--- src/rtl/ram_ctrl_pkg.sv ---
// ram_ctrl_pkg: shared defaults, init-state encoding and request record for the RAM request controller.
// Revision: 1.0
`default_nettype none

package ram_ctrl_pkg;

  localparam int DEF_DATA_WIDTH = 8;
  localparam int DEF_ADDR_WIDTH = 4;
  localparam int DEF_RD_LATENCY = 1;
  localparam int DEF_RSP_DEPTH  = 2;

  typedef enum logic [0:0] {
    INIT_CLEAR = 1'b0,
    RUN        = 1'b1
  } init_state_e;

  // Request record at the default geometry.
  typedef struct packed {
    logic                      write;
    logic [DEF_ADDR_WIDTH-1:0] addr;
    logic [DEF_DATA_WIDTH-1:0] wdata;
  } req_t;

endpackage

`default_nettype wire

--- src/rtl/ram_req_ctrl_if.sv ---
// ram_req_ctrl_if: request and response valid/ready streams of the RAM request controller.
// Revision: 1.0
`default_nettype none

interface ram_req_ctrl_if
  import ram_ctrl_pkg::*;
#(
  parameter int DATA_WIDTH = DEF_DATA_WIDTH,
  parameter int ADDR_WIDTH = DEF_ADDR_WIDTH
) ();

  logic                  req_valid;
  logic                  req_ready;
  logic                  req_write;
  logic [ADDR_WIDTH-1:0] req_addr;
  logic [DATA_WIDTH-1:0] req_wdata;
  logic                  rsp_valid;
  logic                  rsp_ready;
  logic [DATA_WIDTH-1:0] rsp_rdata;

  modport master (
    output req_valid, req_write, req_addr, req_wdata, rsp_ready,
    input  req_ready, rsp_valid, rsp_rdata
  );

  modport slave (
    input  req_valid, req_write, req_addr, req_wdata, rsp_ready,
    output req_ready, rsp_valid, rsp_rdata
  );

endinterface

`default_nettype wire

--- src/rtl/ram_rsp_fifo.sv ---
// ram_rsp_fifo: first-word fall-through response FIFO with a registered head word.
// Revision: 1.0
`default_nettype none

module ram_rsp_fifo #(
  parameter int DATA_WIDTH = 8,
  parameter int RSP_DEPTH  = 2
) (
  input  logic                           clk,
  input  logic                           reset,
  input  logic                           push,
  input  logic [DATA_WIDTH-1:0]          push_data,
  input  logic                           pop,
  output logic [DATA_WIDTH-1:0]          pop_data,
  output logic [$clog2(RSP_DEPTH+1)-1:0] count,
  output logic                           full,
  output logic                           empty
);

  localparam int PTR_W = $clog2(RSP_DEPTH);
  localparam int CNT_W = $clog2(RSP_DEPTH + 1);

  logic [DATA_WIDTH-1:0] mem [RSP_DEPTH];
  logic [PTR_W-1:0]      wr_ptr;
  logic [PTR_W-1:0]      rd_ptr;
  logic [PTR_W-1:0]      rd_nxt;
  logic [CNT_W-1:0]      count_nxt;
  logic                  pop_ok;
  logic                  head_from_push;

  assign empty  = (count == '0);
  assign full   = (count == CNT_W'(RSP_DEPTH));
  assign pop_ok = pop && !empty;
  assign rd_nxt = pop_ok ? rd_ptr + PTR_W'(1) : rd_ptr;
  // The incoming word becomes the head when nothing older survives this edge.
  assign head_from_push = empty || (pop_ok && (count == CNT_W'(1)));

  always_comb begin
    count_nxt = count;
    if (push && !pop_ok) begin
      count_nxt = count + CNT_W'(1);
    end else if (!push && pop_ok) begin
      count_nxt = count - CNT_W'(1);
    end
  end

  always_ff @(posedge clk) begin
    if (push) begin
      mem[wr_ptr] <= push_data;
    end
  end

  // pop_data only moves when a word remains, so an empty FIFO holds the last value.
  always_ff @(posedge clk or posedge reset) begin
    if (reset) begin
      wr_ptr   <= '0;
      rd_ptr   <= '0;
      count    <= '0;
      pop_data <= '0;
    end else begin
      if (push) begin
        wr_ptr <= wr_ptr + PTR_W'(1);
      end
      rd_ptr <= rd_nxt;
      count  <= count_nxt;
      if (count_nxt != '0) begin
        pop_data <= head_from_push ? push_data : mem[rd_nxt];
      end
    end
  end

endmodule

`default_nettype wire

--- src/rtl/ram_req_ctrl.sv ---
// ram_req_ctrl: issues request-stream accesses to a single-port RAM and returns read data in order.
// Optional RAM_INIT_CLEAR_EN zero-fills the RAM after reset. Revision: 1.0
`default_nettype none

module ram_req_ctrl
  import ram_ctrl_pkg::*;
#(
  parameter int DATA_WIDTH = DEF_DATA_WIDTH,
  parameter int ADDR_WIDTH = DEF_ADDR_WIDTH,
  parameter int RD_LATENCY = DEF_RD_LATENCY,
  parameter int RSP_DEPTH  = DEF_RSP_DEPTH
) (
  input  logic                  clk,
  input  logic                  reset,
  ram_req_ctrl_if.slave         bus,
  output logic [DATA_WIDTH-1:0] data_in,
  output logic                  write_enb,
  output logic                  read_enb,
  output logic [ADDR_WIDTH-1:0] address,
  input  logic [DATA_WIDTH-1:0] data_out,
  output logic                  busy
);

  localparam int CREDIT_W = $clog2(RSP_DEPTH + 1);

  logic                  init_active;
  logic [ADDR_WIDTH-1:0] clr_addr;
  logic                  accept;
  logic                  accept_rd;
  logic                  pop;
  logic [CREDIT_W-1:0]   credits;
  logic [RD_LATENCY:0]   rd_pipe;
  logic [CREDIT_W-1:0]   fifo_count;
  logic                  fifo_full;
  logic                  fifo_empty;

`ifdef RAM_INIT_CLEAR_EN
  localparam logic [0:0] ST_CLEAR = INIT_CLEAR;
  localparam logic [0:0] ST_RUN   = RUN;

  logic [0:0] state;

  always_ff @(posedge clk or posedge reset) begin
    if (reset) begin
      state    <= ST_CLEAR;
      clr_addr <= '0;
    end else if (state == ST_CLEAR) begin
      clr_addr <= clr_addr + ADDR_WIDTH'(1);
      if (clr_addr == '1) begin
        state <= ST_RUN;
      end
    end
  end

  assign init_active = (state == ST_CLEAR);
`else
  assign init_active = 1'b0;
  assign clr_addr    = '0;
`endif

  // Ready depends on registered state only; writes stall on zero credits too.
  assign bus.req_ready = !init_active && (credits != '0);
  assign accept        = bus.req_valid && bus.req_ready;
  assign accept_rd     = accept && !bus.req_write;
  assign pop           = bus.rsp_valid && bus.rsp_ready;

  always_ff @(posedge clk or posedge reset) begin
    if (reset) begin
      write_enb <= 1'b0;
      read_enb  <= 1'b0;
      address   <= '0;
      data_in   <= '0;
    end else if (init_active) begin
      write_enb <= 1'b1;
      read_enb  <= 1'b0;
      address   <= clr_addr;
      data_in   <= '0;
    end else if (accept) begin
      write_enb <= bus.req_write;
      read_enb  <= !bus.req_write;
      address   <= bus.req_addr;
      if (bus.req_write) begin
        data_in <= bus.req_wdata;
      end
    end else begin
      write_enb <= 1'b0;
      read_enb  <= 1'b0;
    end
  end

  // A credit covers a read from acceptance until its response is popped.
  always_ff @(posedge clk or posedge reset) begin
    if (reset) begin
      credits <= CREDIT_W'(RSP_DEPTH);
    end else if (accept_rd && !pop) begin
      credits <= credits - CREDIT_W'(1);
    end else if (!accept_rd && pop) begin
      credits <= credits + CREDIT_W'(1);
    end
  end

  always_ff @(posedge clk or posedge reset) begin
    if (reset) begin
      rd_pipe <= '0;
    end else begin
      rd_pipe <= {rd_pipe[RD_LATENCY-1:0], accept_rd};
    end
  end

  ram_rsp_fifo #(
    .DATA_WIDTH (DATA_WIDTH),
    .RSP_DEPTH  (RSP_DEPTH)
  ) u_rsp_fifo (
    .clk       (clk),
    .reset     (reset),
    .push      (rd_pipe[RD_LATENCY]),
    .push_data (data_out),
    .pop       (pop),
    .pop_data  (bus.rsp_rdata),
    .count     (fifo_count),
    .full      (fifo_full),
    .empty     (fifo_empty)
  );

  assign bus.rsp_valid = !fifo_empty;
  assign busy          = init_active || (|rd_pipe) || (fifo_count != '0);

  always_ff @(posedge clk) begin
    if (!reset) begin
      assert (!(rd_pipe[RD_LATENCY] && fifo_full && !pop));
      assert (!(write_enb && read_enb));
    end
  end

endmodule

`default_nettype wire

--- src/flat_wrapper.sv ---
// flat-port wrapper written by rule: the top's interface ports become plain ports
module ram_req_ctrl_flat import ram_ctrl_pkg::*;
#(
  parameter int DATA_WIDTH = DEF_DATA_WIDTH,
  parameter int ADDR_WIDTH = DEF_ADDR_WIDTH,
  parameter int RD_LATENCY = DEF_RD_LATENCY,
  parameter int RSP_DEPTH  = DEF_RSP_DEPTH
)
  (clk, reset, data_in, write_enb, read_enb, address, data_out, busy, bus_req_valid, bus_req_write, bus_req_addr, bus_req_wdata, bus_rsp_ready, bus_req_ready, bus_rsp_valid, bus_rsp_rdata);
  ram_req_ctrl_if #(.DATA_WIDTH(DATA_WIDTH), .ADDR_WIDTH(ADDR_WIDTH)) bus_i ();
  input  logic clk;
  input  logic reset;
  output logic [DATA_WIDTH-1:0] data_in;
  output logic write_enb;
  output logic read_enb;
  output logic [ADDR_WIDTH-1:0] address;
  input  logic [DATA_WIDTH-1:0] data_out;
  output logic busy;
  input wire logic [$bits(bus_i.req_valid)-1:0] bus_req_valid;
  input wire logic [$bits(bus_i.req_write)-1:0] bus_req_write;
  input wire logic [$bits(bus_i.req_addr)-1:0] bus_req_addr;
  input wire logic [$bits(bus_i.req_wdata)-1:0] bus_req_wdata;
  input wire logic [$bits(bus_i.rsp_ready)-1:0] bus_rsp_ready;
  output wire logic [$bits(bus_i.req_ready)-1:0] bus_req_ready;
  output wire logic [$bits(bus_i.rsp_valid)-1:0] bus_rsp_valid;
  output wire logic [$bits(bus_i.rsp_rdata)-1:0] bus_rsp_rdata;
  assign bus_i.req_valid = bus_req_valid;
  assign bus_i.req_write = bus_req_write;
  assign bus_i.req_addr = bus_req_addr;
  assign bus_i.req_wdata = bus_req_wdata;
  assign bus_i.rsp_ready = bus_rsp_ready;
  assign bus_req_ready = bus_i.req_ready;
  assign bus_rsp_valid = bus_i.rsp_valid;
  assign bus_rsp_rdata = bus_i.rsp_rdata;
  ram_req_ctrl #(.DATA_WIDTH(DATA_WIDTH), .ADDR_WIDTH(ADDR_WIDTH), .RD_LATENCY(RD_LATENCY), .RSP_DEPTH(RSP_DEPTH)) u_core (.clk(clk), .reset(reset), .bus(bus_i), .data_in(data_in), .write_enb(write_enb), .read_enb(read_enb), .address(address), .data_out(data_out), .busy(busy));
endmodule
--- config.mk ---
export PLATFORM = sky130hd
export DESIGN_NAME = ram_req_ctrl_flat
export DESIGN_NICKNAME = d
export VERILOG_FILES = /design/src/rtl/ram_ctrl_pkg.sv /design/src/rtl/ram_req_ctrl_if.sv /design/src/rtl/ram_rsp_fifo.sv /design/src/rtl/ram_req_ctrl.sv /design/src/flat_wrapper.sv
export SDC_FILE = /design/constraint.sdc
export NUM_CORES = 1
export LEC_CHECK = 0
export ABC_AREA = 0
export BUFFER_PORTS_ARGS = -buffer_cell sky130_fd_sc_hd__buf_2
export CORE_UTILIZATION = 30
export CTS_BUF_LIST = sky130_fd_sc_hd__clkbuf_4 sky130_fd_sc_hd__clkbuf_8
export CTS_CLUSTER_SIZE = 28
export DETAILED_ROUTE_END_ITERATION = 8
export REMOVE_ABC_BUFFERS = 1
export SLEW_MARGIN = 20
export SYNTH_ARGS = -nofsm -noshare
export SYNTH_HDL_FRONTEND = slang
export SYNTH_SLANG_ARGS = --single-unit
--- constraint.sdc ---
create_clock -name clk -period 2.59 [get_ports clk]
set_clock_uncertainty 0.15 [all_clocks]
set_input_delay 0.3885 -clock clk [delete_from_list [all_inputs] [get_ports clk]]
set_output_delay 0.3885 -clock clk [all_outputs]
set_load 0.01 [all_outputs]
==> flow_metrics.py, run 1 <==
metrics = {
    "power": {
        "power_leakage_nw": 1.056,
        "finalPower_w": 0.003095,
        "powerDensity_nw_per_um2": 1233,
        "irDropWorstVdd_mv": 0.3389,
    },
    "place": {
        "dpl.hpwl_um": 3070,
        "dp_slack_ns": 0.1638,
        "placed_area_sq_um": 2397,
        "place_congestion": 0.7098,
        "port_buffers": 49,
    },
    "logic_synthesis": {
        "synth.largest_area_cell": "dfrtp_1",
        "netlist_top_cells_area": "dfrtp_1, edfxtp_1, mux2_2",
        "synth_top_area_share_pct": 34.08,
        "synth_warnings": 0,
        "netlist-cell-type-count": 31,
        "synth_seq_area_share_pct": 58.73,
        "ys_seq_elements": 45,
        "syn_area_sq_um": 2056,
        "syn_area_per_cell_sq_um": 12.24,
        "syn_inst": 168,
    },
    "route": {
        "drc": 0,
        "avgViaCountPerCell": 4.797,
        "drt-pass1-iter-count": 6,
        "wl_per_cell_um": 14.21,
        "ant_nets": 0,
        "drt_first_iter_violations": 71,
        "routed_wl_um": 4264,
        "via_count": 1439,
    },
    "floorplanning": {
        "die_y_um": 84.78,
        "core_sq_um": 6495,
        "die-area_sq_um": 7188,
        "initial_core_util_pct": 31.65,
        "ios": 50,
        "fp-row-count": 29,
        "dieWidth_um": 84.78,
    },
    "sta": {
        "period_minus_slack_ns": 2.323,
        "final-setup-viol-count": 0,
        "finalSetupTns_ns": 0,
        "fmax_ghz": 0.4306,
        "rsz0062_at_grt": "false",
        "finalCritPeriodShare_pct": 89.67,
        "worst_pin_slew_ns": 0.4920,
        "hold_viol_final": 0,
        "fin_hold_ws_ns": 0.001991,
        "worst_slack_ns": 0.2675,
        "drv_slew": 0,
        "maxSlewHeadroom_pct": 67.20,
    },
    "worst_setup_path": {
        "cp_slowest_stage_delay_ns": 0.51,
        "endpoint_kind": "register",
        "crit_path_max_fanout": 9,
        "cp.required_ns": 2.65,
        "cp.arrival_ns": 2.38,
        "start_kind": "register",
        "worst-path-buf-inv": 1,
        "cp_top_family": "simple AND/OR/NAND/NOR gates",
        "critical_path_class": "register to register",
        "cpMaxStageDelayCell": "or4b_1",
        "critical_path.cell_chain": "inv_1 > ha_1 > or4b_1 > o311a_1 > or2_4 > a31oi_2",
    },
    "grt": {
        "first_global_vias": 1387,
        "grt_first_pass_wirelength_um": 7120,
        "grt_max_degree": 30,
        "antenna_found_initial": 0,
        "grt_overflow": 0,
        "grt_use_total_pct": 13.15,
    },
    "clock_network": {
        "path_clk_slew_ns": 0.08,
        "clk_path_buf_depth": 2,
        "cts_buffers": 5,
        "cts_setup_buffers": 0,
        "root_buffer": "clkbuf_8",
        "cts_sinks": 45,
        "insertion_delay_ns": 0.29,
        "holdBufCountCts": 0,
        "cts_tree": "done",
        "h-tree-depth": 2,
    },
    "run": {
        "cap_violations": 0,
    },
    "cells_and_area": {
        "syn2layout_area_growth_pct": 22.15,
        "diodes": 0,
        "fin_area_sq_um": 2511,
        "final_common_cell": "buf_2",
        "layout_common_cells": "buf_2, dfrtp_1, edfxtp_1",
        "nNetsFinal": 251,
        "drive_gt1_share_pct": 39.01,
    },
    "run_status": {
        "outcome": "finished clean",
    },
    "min_path": {
        "hold_path.class": "input pin to asynchronous set/reset pin",
    },
}
Yosys cell counts:
cell type  instances
o211ai_1           8
nand3_1            1
mux2_2            12
nor3_1             8
o311a_1            1
inv_1              6
a21o_1             1
or4b_1             1
o21ai_0            8
a311oi_2           1
and4b_1            1
or3_1              1
and2_1             1
xor2_1             2
edfxtp_1          16
a21oi_1            8
a211oi_1           1
or2_2              1
or2_1              1
a31oi_1            1
dfrtp_1           28
xnor2_1            5
ha_1               4
nor2b_1           10
a31oi_2            8
nand2b_1           2
buf_6              2
nor2_1            11
dfstp_2            1
nand2_1           11
clkbuf_1           6
metrics by stage:
stage / std cells / utilization, %
3_3_place_gp: 292 / 36.91
4_1_cts: 300 / 38.62
5_1_grt: 300 / 38.66
6_report: 300 / 38.66
3_5_place_dp: 292 / 36.91
2_1_floorplan: 160 / -
tightest hold or removal path, delay by kind of cell:
family	cells	cell delay, ns
buffers and inverters	3	0.47
where the power goes:
part           switching, W  internal [W]
sequential         0.000172      0.000999
combinational      0.000754      0.000652
clock              0.000221      0.000297
total               0.00115       0.00195
layout make-up:
cell class              instances  area, sq um
repair buffers                 55        290.3
clock inverters                 2        35.03
multi-input cells             109        783.3
well taps                      77        96.34
flip-flops and latches         45         1207
fillers                       637         3984
inverters                       6        22.52
clock buffers                   6        76.32
metal layers:
layer / routed length, um / GRT usage, % / up-vias
met3: 159 / 3.933 / 4
met1: 1979 / 17.07 / 702
met4: 62 / 5.239 / 0
met2: 2062 / 20.62 / 26
met5: 0 / 0 / -
li1: - / - / 707
registers in the layout, summed over array words and instances (netlist names):
| signal | flops |
|---|---|
| u_core.u_rsp_fifo.mem | 16 |
| u_core.rd_pipe | 2 |
| u_core.address | 4 |
| u_core.u_rsp_fifo.pop_data | 8 |
| u_core.u_rsp_fifo.rd_ptr | 1 |
| u_core.write_enb | 1 |
| u_core.data_in | 8 |
| u_core.credits | 2 |
| u_core.u_rsp_fifo.wr_ptr | 1 |
| u_core.u_rsp_fifo.count | 2 |
worst paths after layout:
check,slack [ns],start,cells past startpoint,endpoint
setup / recovery,0.27,u_core.u_rsp_fifo.count[0]$_DFF_PP0_,6,u_core.u_rsp_fifo.pop_data[1]$_DFFE_PP0P_
hold / removal,0.002,reset,3,u_core.data_in[1]$_DFFE_PP0P_
min in group clk,0.13,bus_req_write,2,u_core.rd_pipe[0]$_DFF_PP0_
max in group asynchronous,1.98,reset,3,u_core.credits[1]$_DFFE_PP1P_
setup reg to reg,0.27,u_core.u_rsp_fifo.count[0]$_DFF_PP0_,6,u_core.u_rsp_fifo.pop_data[1]$_DFFE_PP0P_
hold reg to reg,0.24,u_core.rd_pipe[0]$_DFF_PP0_,0,u_core.rd_pipe[1]$_DFF_PP0_
cells by family (layout without fill, tap and decap cells):
| kind of cell | count (synthesis) | after routing | share of synthesized area, % |
|---|---|---|---|
| AOI/OAI and AO/OA | 37 | 37 | 13.94 |
| xor gates and xnor gates | 7 | 7 | 2.982 |
| DFF | 45 | 45 | 58.73 |
| muxes | 12 | 12 | 6.573 |
| adders and majority gates | 4 | 4 | 2.435 |
| buffers and inverters | 14 | 69 | 3.286 |
| and+or+nand+nor | 49 | 49 | 12.05 |
repair_timing:
item | in CTS | in global routing
endpoints found under the hold margin | 0 | 0
endpoints found under the setup margin | 0 | 8
resized for setup | 0 | 1
(Power assumes the default switching activity.)
==> inputs of run 2 (changes only) <==
--- a/config.mk
+++ b/config.mk
@@ -5,7 +5,7 @@
 export SDC_FILE = /design/constraint.sdc
 export NUM_CORES = 1
 export LEC_CHECK = 0
-export ABC_AREA = 0
+export ABC_AREA = 1
 export BUFFER_PORTS_ARGS = -buffer_cell sky130_fd_sc_hd__buf_2
 export CORE_UTILIZATION = 30
 export CTS_BUF_LIST = sky130_fd_sc_hd__clkbuf_4 sky130_fd_sc_hd__clkbuf_8
==> run 2 against run 1 <==
Effect of this change: largest cell class unchanged; clock-buffer cell count did not move; core utilization shrank 0.28 points; global-route usage down 0.21 points.
==> flow_metrics.py, run 2 <==
metrics = {
    "floorplanning": {
        "fp-row-count": 29,
        "initial_core_util_pct": 31.00,
        "core_sq_um": 6350,
        "die-area_sq_um": 6888,
        "die_y_um": 83.00,
        "dieWidth_um": 83.00,
        "ios": 50,
    },
    "route": {
        "via_count": 1468,
        "wl_per_cell_um": 11.70,
        "drt_first_iter_violations": 87,
        "routed_wl_um": 4085,
        "drt-pass1-iter-count": 5,
        "ant_nets": 0,
        "drc": 0,
        "avgViaCountPerCell": 4.206,
    },
    "logic_synthesis": {
        "synth.largest_area_cell": "dfrtp_1",
        "syn_inst": 213,
        "ys_seq_elements": 45,
        "synth_seq_area_share_pct": 61.35,
        "synth_edf_count": 16,
        "synth_warnings": 0,
        "ys_top_cells_by_count": "nand2_1, nand3_1, dfrtp_1, inv_1, edfxtp_1",
        "synth_top_area_share_pct": 35.60,
        "syn_area_per_cell_sq_um": 9.240,
        "synth-async-reset-ratio_pct": 64.44,
        "ys.flop_type": "dfrtp_1",
        "netlist_top_cells_area": "dfrtp_1, edfxtp_1, nand2_1",
        "syn_area_sq_um": 1968,
        "yosysMostFrequentCell": "nand2_1",
        "netlist-cell-type-count": 17,
    },
    "worst_setup_path": {
        "critical_path_class": "register to register",
        "r2r_slack_ns": 0.79,
        "cp.arrival_ns": 1.88,
        "endpoint_kind": "register",
        "cp_slowest_stage_delay_ns": 0.54,
        "start_kind": "register",
        "cpMaxStageDelayCell": "dfstp_2",
        "critical_path.cell_chain": "or2_1 > nand2_2 > nor2_1 > ha_1 > a21oi_1 > o21ai_0 > xnor2_1",
        "crit_path_max_fanout": 6,
        "cp.required_ns": 2.67,
        "r2r_start": "u_core.credits[1]$_DFFE_PP1P_",
        "reg2reg_to": "u_core.credits[1]$_DFFE_PP1P_",
        "rr_worst_depth": 7,
    },
    "power": {
        "seq_power_share_pct": 39.7,
        "switching_power_w": 0.001117,
        "irDropWorstVdd_mv": 0.4005,
        "power_leakage_nw": 1.316,
        "swShare_pct": 39.34,
        "powerDensity_nw_per_um2": 1165,
        "p_int_w": 0.001723,
        "p_comb_share_pct": 41.7,
        "p_clk_share_pct": 18.6,
    },
    "sta": {
        "fmax_ghz": 0.5561,
        "worst_slack_ns": 0.7918,
        "maxSlewHeadroom_pct": 48.43,
        "fin_hold_ws_ns": 0.1282,
        "drv_slew": 0,
        "finalCritPeriodShare_pct": 69.43,
        "hold_viol_final": 0,
        "period_minus_slack_ns": 1.798,
        "rsz0062_at_grt": "false",
        "final-setup-viol-count": 0,
        "finalSetupTns_ns": 0,
        "worst_pin_slew_ns": 0.7707,
    },
    "cells_and_area": {
        "utilization_pct": 38.38,
        "largest_reg_flops": 16,
        "layout_common_cells": "nand2_1, buf_2, nand3_1",
        "reg.largest.list": "u_core.u_rsp_fifo.mem x16, u_core.data_in x8, u_core.u_rsp_fifo.pop_data x8",
        "fillerInstances": 656,
        "diodes": 0,
        "largest-register": "u_core.u_rsp_fifo.mem",
        "fin_cells": 349,
        "syn2layout_area_growth_pct": 23.84,
        "final_common_cell": "nand2_1",
        "nNetsFinal": 300,
        "drive_gt1_share_pct": 25.00,
    },
    "clock_network": {
        "cts_sinks": 45,
        "cts_setup_buffers": 0,
        "cts_tree": "done",
        "insertion_delay_ns": 0.29,
        "root_buffer": "clkbuf_8",
        "cts_buffers": 5,
        "path_clk_slew_ns": 0.09,
        "h-tree-depth": 2,
        "clk_path_buf_depth": 2,
    },
    "grt": {
        "antenna_found_initial": 0,
        "grt_max_degree": 17,
        "grt_overflow": 0,
        "grt_use_total_pct": 12.94,
        "grt_first_pass_wirelength_um": 7044,
        "first_global_vias": 1468,
    },
    "place": {
        "dp_slack_ns": 0.8051,
        "dpl.cell_count": 340,
        "port_buffers": 49,
        "place_congestion": 0.8269,
        "dpl.hpwl_um": 3042,
    },
    "min_path": {
        "hold_path.class": "input pin to register",
        "min_from": "bus_req_addr[0]",
        "whs_endpoint": "u_core.address[0]$_DFFE_PP0P_",
        "hold_depth": 3,
    },
    "run": {
        "cap_violations": 0,
    },
    "run_status": {
        "outcome": "finished clean",
    },
}
## run 2: repair_timing
item,in CTS,in global routing
setup endpoints to repair,0,0
resized for setup,0,0
hold buffers,1,0
endpoints found under the hold margin,6,0
## run 2: how the worst max path moves through the flow
stage | startpoint | depth (start not counted) | end
2_1_floorplan | u_core.credits[1]$_DFFE_PP1P_ | 7 | u_core.credits[1]$_DFFE_PP1P_
3_3_place_gp | u_core.credits[1]$_DFFE_PP1P_ | 7 | u_core.credits[1]$_DFFE_PP1P_
3_5_place_dp | u_core.credits[1]$_DFFE_PP1P_ | 7 | u_core.credits[1]$_DFFE_PP1P_
4_1_cts | u_core.credits[1]$_DFFE_PP1P_ | 7 | u_core.credits[1]$_DFFE_PP1P_
5_1_grt | u_core.credits[1]$_DFFE_PP1P_ | 7 | u_core.credits[1]$_DFFE_PP1P_
6_report | u_core.credits[1]$_DFFE_PP1P_ | 7 | u_core.credits[1]$_DFFE_PP1P_
## run 2: cells by family after synthesis
group | count (synthesis) | share of synthesized area, %
AO/OA/AOI/OAI | 2 | 0.5081
XOR/XNOR | 3 | 1.335
flip-flops | 45 | 61.35
adder cells (fa/ha/maj) | 4 | 2.543
AND/OR/NAND/NOR | 129 | 28.42
buffers and inverters | 30 | 5.849
## run 2: routing by layer
layer  up-vias  global-route usage [%]  share of wire [%]
met4         0                   4.859               0.37
li1        787                       -                  -
met1       638                   17.86                 50
met5         -                       0                  0
met3         2                   3.877                5.7
met2        41                   19.15                 43
## run 2: layout make-up
cell class / count / area [sq um] / area share [%]
Clock buffer: 6 / 76.32 / 3.131
Clock inverter: 2 / 33.78 / 1.386
Inverter: 30 / 115.1 / 4.723
Multi-Input combinational cell: 138 / 645.6 / 26.49
Sequential cell: 45 / 1207 / 49.54
Tap cell: 77 / 96.34 / 3.953
Timing Repair Buffer: 51 / 262.8 / 10.78
## run 2: power groups by stage
stage               Combinational (W)  Clock [W]  Sequential (W)
floorplan                    0.000756          0         0.00120
global placement              0.00119          0         0.00114
detailed placement            0.00121          0         0.00114
CTS                           0.00121   0.000542         0.00113
global route                  0.00136   0.000576         0.00116
finish                        0.00118   0.000528         0.00113
## run 2: per-stage QoR
| stage | cell area [sq um] | power [W] |
|---|---|---|
| finish | 2437 | 0.002840 |
| global route | 2437 | 0.003101 |
| CTS | 2437 | 0.002882 |
| detailed placement | 2317 | 0.002343 |
| global placement | 2317 | 0.002333 |
| floorplan | 1968 | 0.001952 |
## run 2: worst max-delay path: cells and delay by family (launching register included)
family / cells / cell delay, ns
xor gates and xnor gates: 1 / 0.16
and+or+nand+nor: 3 / 0.40
DFF: 1 / 0.54
AOI/OAI and AO/OA: 2 / 0.22
adders and majority gates: 1 / 0.27
==> inputs of run 3 (changes only) <==
==> constraint.sdc (replaced) <==
create_clock -name clk -period 1.65 [get_ports clk]
set_clock_uncertainty 0.15 [all_clocks]
set_input_delay 0.2475 -clock clk [delete_from_list [all_inputs] [get_ports clk]]
set_output_delay 0.2475 -clock clk [all_outputs]
set_load 0.01 [all_outputs]
==> run 3 against run 2 <==
Effect of this change: critical path type unchanged; highest routed layer is now met3; maximum frequency rose by 4.8%; total power rose by 93%; final area rose by 25%; setup slack got worse by 0.86 ns; critical path depth rose by 3; global-route usage rose by 1.9 points; the flow now finishes with violations (setup timing).
==> flow_metrics.py, run 3 (same netlist as run 2, synthesis figures left out) <==
metrics = {
    "run_status": {
        "outcome": "finished with violations",
        "violations": "setup timing",
    },
    "place": {
        "port_buffers": 49,
        "dpl.cell_count": 355,
        "placed_area_sq_um": 2467,
        "dpl.hpwl_um": 3076,
        "place_congestion": 0.7521,
    },
    "floorplanning": {
        "die-area_sq_um": 6888,
        "core_sq_um": 6350,
        "dieWidth_um": 83.00,
        "ios": 50,
        "fp-row-count": 29,
        "die_y_um": 83.00,
        "initial_core_util_pct": 31.00,
    },
    "grt": {
        "grt_first_pass_wirelength_um": 8183,
        "grt_use_total_pct": 14.85,
        "grt_max_degree": 21,
        "grt_overflow": 0,
        "antenna_found_initial": 0,
        "first_global_vias": 1698,
    },
    "route": {
        "routed_wl_um": 4909,
        "via_count": 1720,
        "drc": 0,
        "wl_per_cell_um": 12.68,
        "drt-pass1-iter-count": 4,
        "ant_nets": 0,
        "avgViaCountPerCell": 4.444,
        "drt_first_iter_violations": 87,
    },
    "clock_network": {
        "root_buffer": "clkbuf_8",
        "cts_sinks": 45,
        "h-tree-depth": 2,
        "clk_path_buf_depth": 2,
        "insertion_delay_ns": 0.30,
        "path_clk_slew_ns": 0.09,
        "cts_tree": "done",
        "cts_buffers": 5,
    },
    "cells_and_area": {
        "nNetsFinal": 338,
        "syn2layout_area_growth_pct": 54.48,
        "utilization_pct": 47.88,
        "diodes": 0,
        "largest-register": "u_core.u_rsp_fifo.mem",
        "layout_common_cells": "nand2_1, buf_2, dfrtp_1",
        "drive_gt1_share_pct": 39.35,
        "fin_cells": 387,
        "reg.largest.list": "u_core.u_rsp_fifo.mem x16, u_core.data_in x8, u_core.u_rsp_fifo.pop_data x8",
        "final_common_cell": "nand2_1",
        "largest_reg_flops": 16,
        "fin_area_sq_um": 3040,
    },
    "sta": {
        "drv_slew": 0,
        "worst_slack_ns": -0.06647,
        "hold_viol_final": 0,
        "rsz0062_at_grt": "true",
        "fmax_ghz": 0.5826,
        "maxSlewHeadroom_pct": 71.07,
        "final-setup-viol-count": 10,
        "finalCritPeriodShare_pct": 104.0,
        "period_minus_slack_ns": 1.716,
        "worst_pin_slew_ns": 0.4335,
    },
    "worst_setup_path": {
        "cp_num_cells": 10,
        "crit_path_max_fanout": 8,
        "crit_top_cell": "nand2_1",
        "start_kind": "register",
        "r2r_start": "u_core.u_rsp_fifo.count[1]$_DFF_PP0_",
        "endpoint_kind": "register",
        "critical_path_class": "register to register",
        "cp_top_family": "buffers and inverters",
        "reg2reg_to": "u_core.u_rsp_fifo.pop_data[0]$_DFFE_PP0P_",
        "worst-path-buf-inv": 3,
        "cpMaxStageDelayCell": "dfrtp_1",
        "r2r_slack_ns": -0.07,
        "critical_path.cell_chain": "inv_2 > buf_6 > ha_4 > nand3_4 > nand2_4 > clkinvlp_4 > nand3_2 > nand2_2 > nand2_1 > nand2_1",
        "cp.required_ns": 1.69,
        "cp_slowest_stage_delay_ns": 0.41,
        "rr_worst_depth": 10,
        "cp.arrival_ns": 1.76,
    },
    "min_path": {
        "whs_endpoint": "u_core.u_rsp_fifo.mem[0][3]$_DFFE_PP_",
        "hold_depth": 1,
        "min_from": "data_out[3]",
        "hold_path.class": "input pin to register",
    },
    "power": {
        "finalPower_w": 0.005484,
        "powerDensity_nw_per_um2": 1804,
        "power_leakage_nw": 1.564,
        "irDropWorstVdd_mv": 0.7336,
    },
    "run": {
        "cap_violations": 0,
    },
}
[run 3: how the worst max path moves through the flow]
stage / slack (ns) / startpoint / end
5_1_grt: -0.15 / u_core.u_rsp_fifo.count[1]$_DFF_PP0_ / u_core.u_rsp_fifo.pop_data[5]$_DFFE_PP0P_
3_3_place_gp: -0.10 / u_core.u_rsp_fifo.count[1]$_DFF_PP0_ / u_core.u_rsp_fifo.pop_data[0]$_DFFE_PP0P_
3_5_place_dp: -0.09 / u_core.u_rsp_fifo.count[1]$_DFF_PP0_ / u_core.u_rsp_fifo.pop_data[1]$_DFFE_PP0P_
4_1_cts: -0.03 / u_core.u_rsp_fifo.count[1]$_DFF_PP0_ / u_core.u_rsp_fifo.pop_data[0]$_DFFE_PP0P_
6_report: -0.07 / u_core.u_rsp_fifo.count[1]$_DFF_PP0_ / u_core.u_rsp_fifo.pop_data[0]$_DFFE_PP0P_
2_1_floorplan: -0.08 / u_core.credits[1]$_DFFE_PP1P_ / u_core.credits[1]$_DFFE_PP1P_
[run 3: stage by stage]
| step | setup WS [ns] | TNS (ns) | hold WS, ns |
|---|---|---|---|
| floorplan | -0.07597 | -0.07597 | 0.1749 |
| global route | -0.1533 | -1.368 | 0.0007430 |
| finish | -0.06647 | -0.5484 | 0.007807 |
| detailed placement | -0.09403 | -0.6487 | 0.1234 |
| CTS | -0.03041 | -0.07910 | 0.00005701 |
| global placement | -0.1019 | -0.6090 | 0.1126 |
[run 3: layout make-up]
| cell class | instances | area (sq um) |
|---|---|---|
| clock buffers | 5 | 68.82 |
| clock inverters | 3 | 43.79 |
| fillers | 572 | 3309 |
| inverters | 30 | 126.4 |
| multi-input cells | 139 | 845.8 |
| flip-flops and latches | 45 | 1207 |
| well taps | 77 | 96.34 |
| repair buffers | 88 | 651.9 |
[run 3: repair_timing]
item / 4_1_cts / 5_1_grt
pin swaps: 1 / 17
hold buffers: 21 / 0
endpoints found under the setup margin: 12 / 21
setup buffers: 0 / 2
gates cloned: 1 / 0
gates resized for setup: 15 / 40
hold endpoints to repair: 35 / 0
[run 3: power breakdown]
| group | total, W | leakage, nW | internal [W] | switching (W) |
|---|---|---|---|---|
| logic | 0.00285 | 1.01 | 0.00125 | 0.00160 |
| registers | 0.00177 | 0.499 | 0.00156 | 0.000210 |
| clock network | 0.000861 | 0.0585 | 0.000455 | 0.000407 |
[run 3: routing by layer]
metal  vias to the layer above  global-route usage [%]  routed length (um)
li1                        868                       -                   -
met1                       809                   19.63                2361
met2                        43                   24.89                2313
met3                         0                   3.976                 233
met4                         0                   2.351                   0
met5                         -                       0                   0
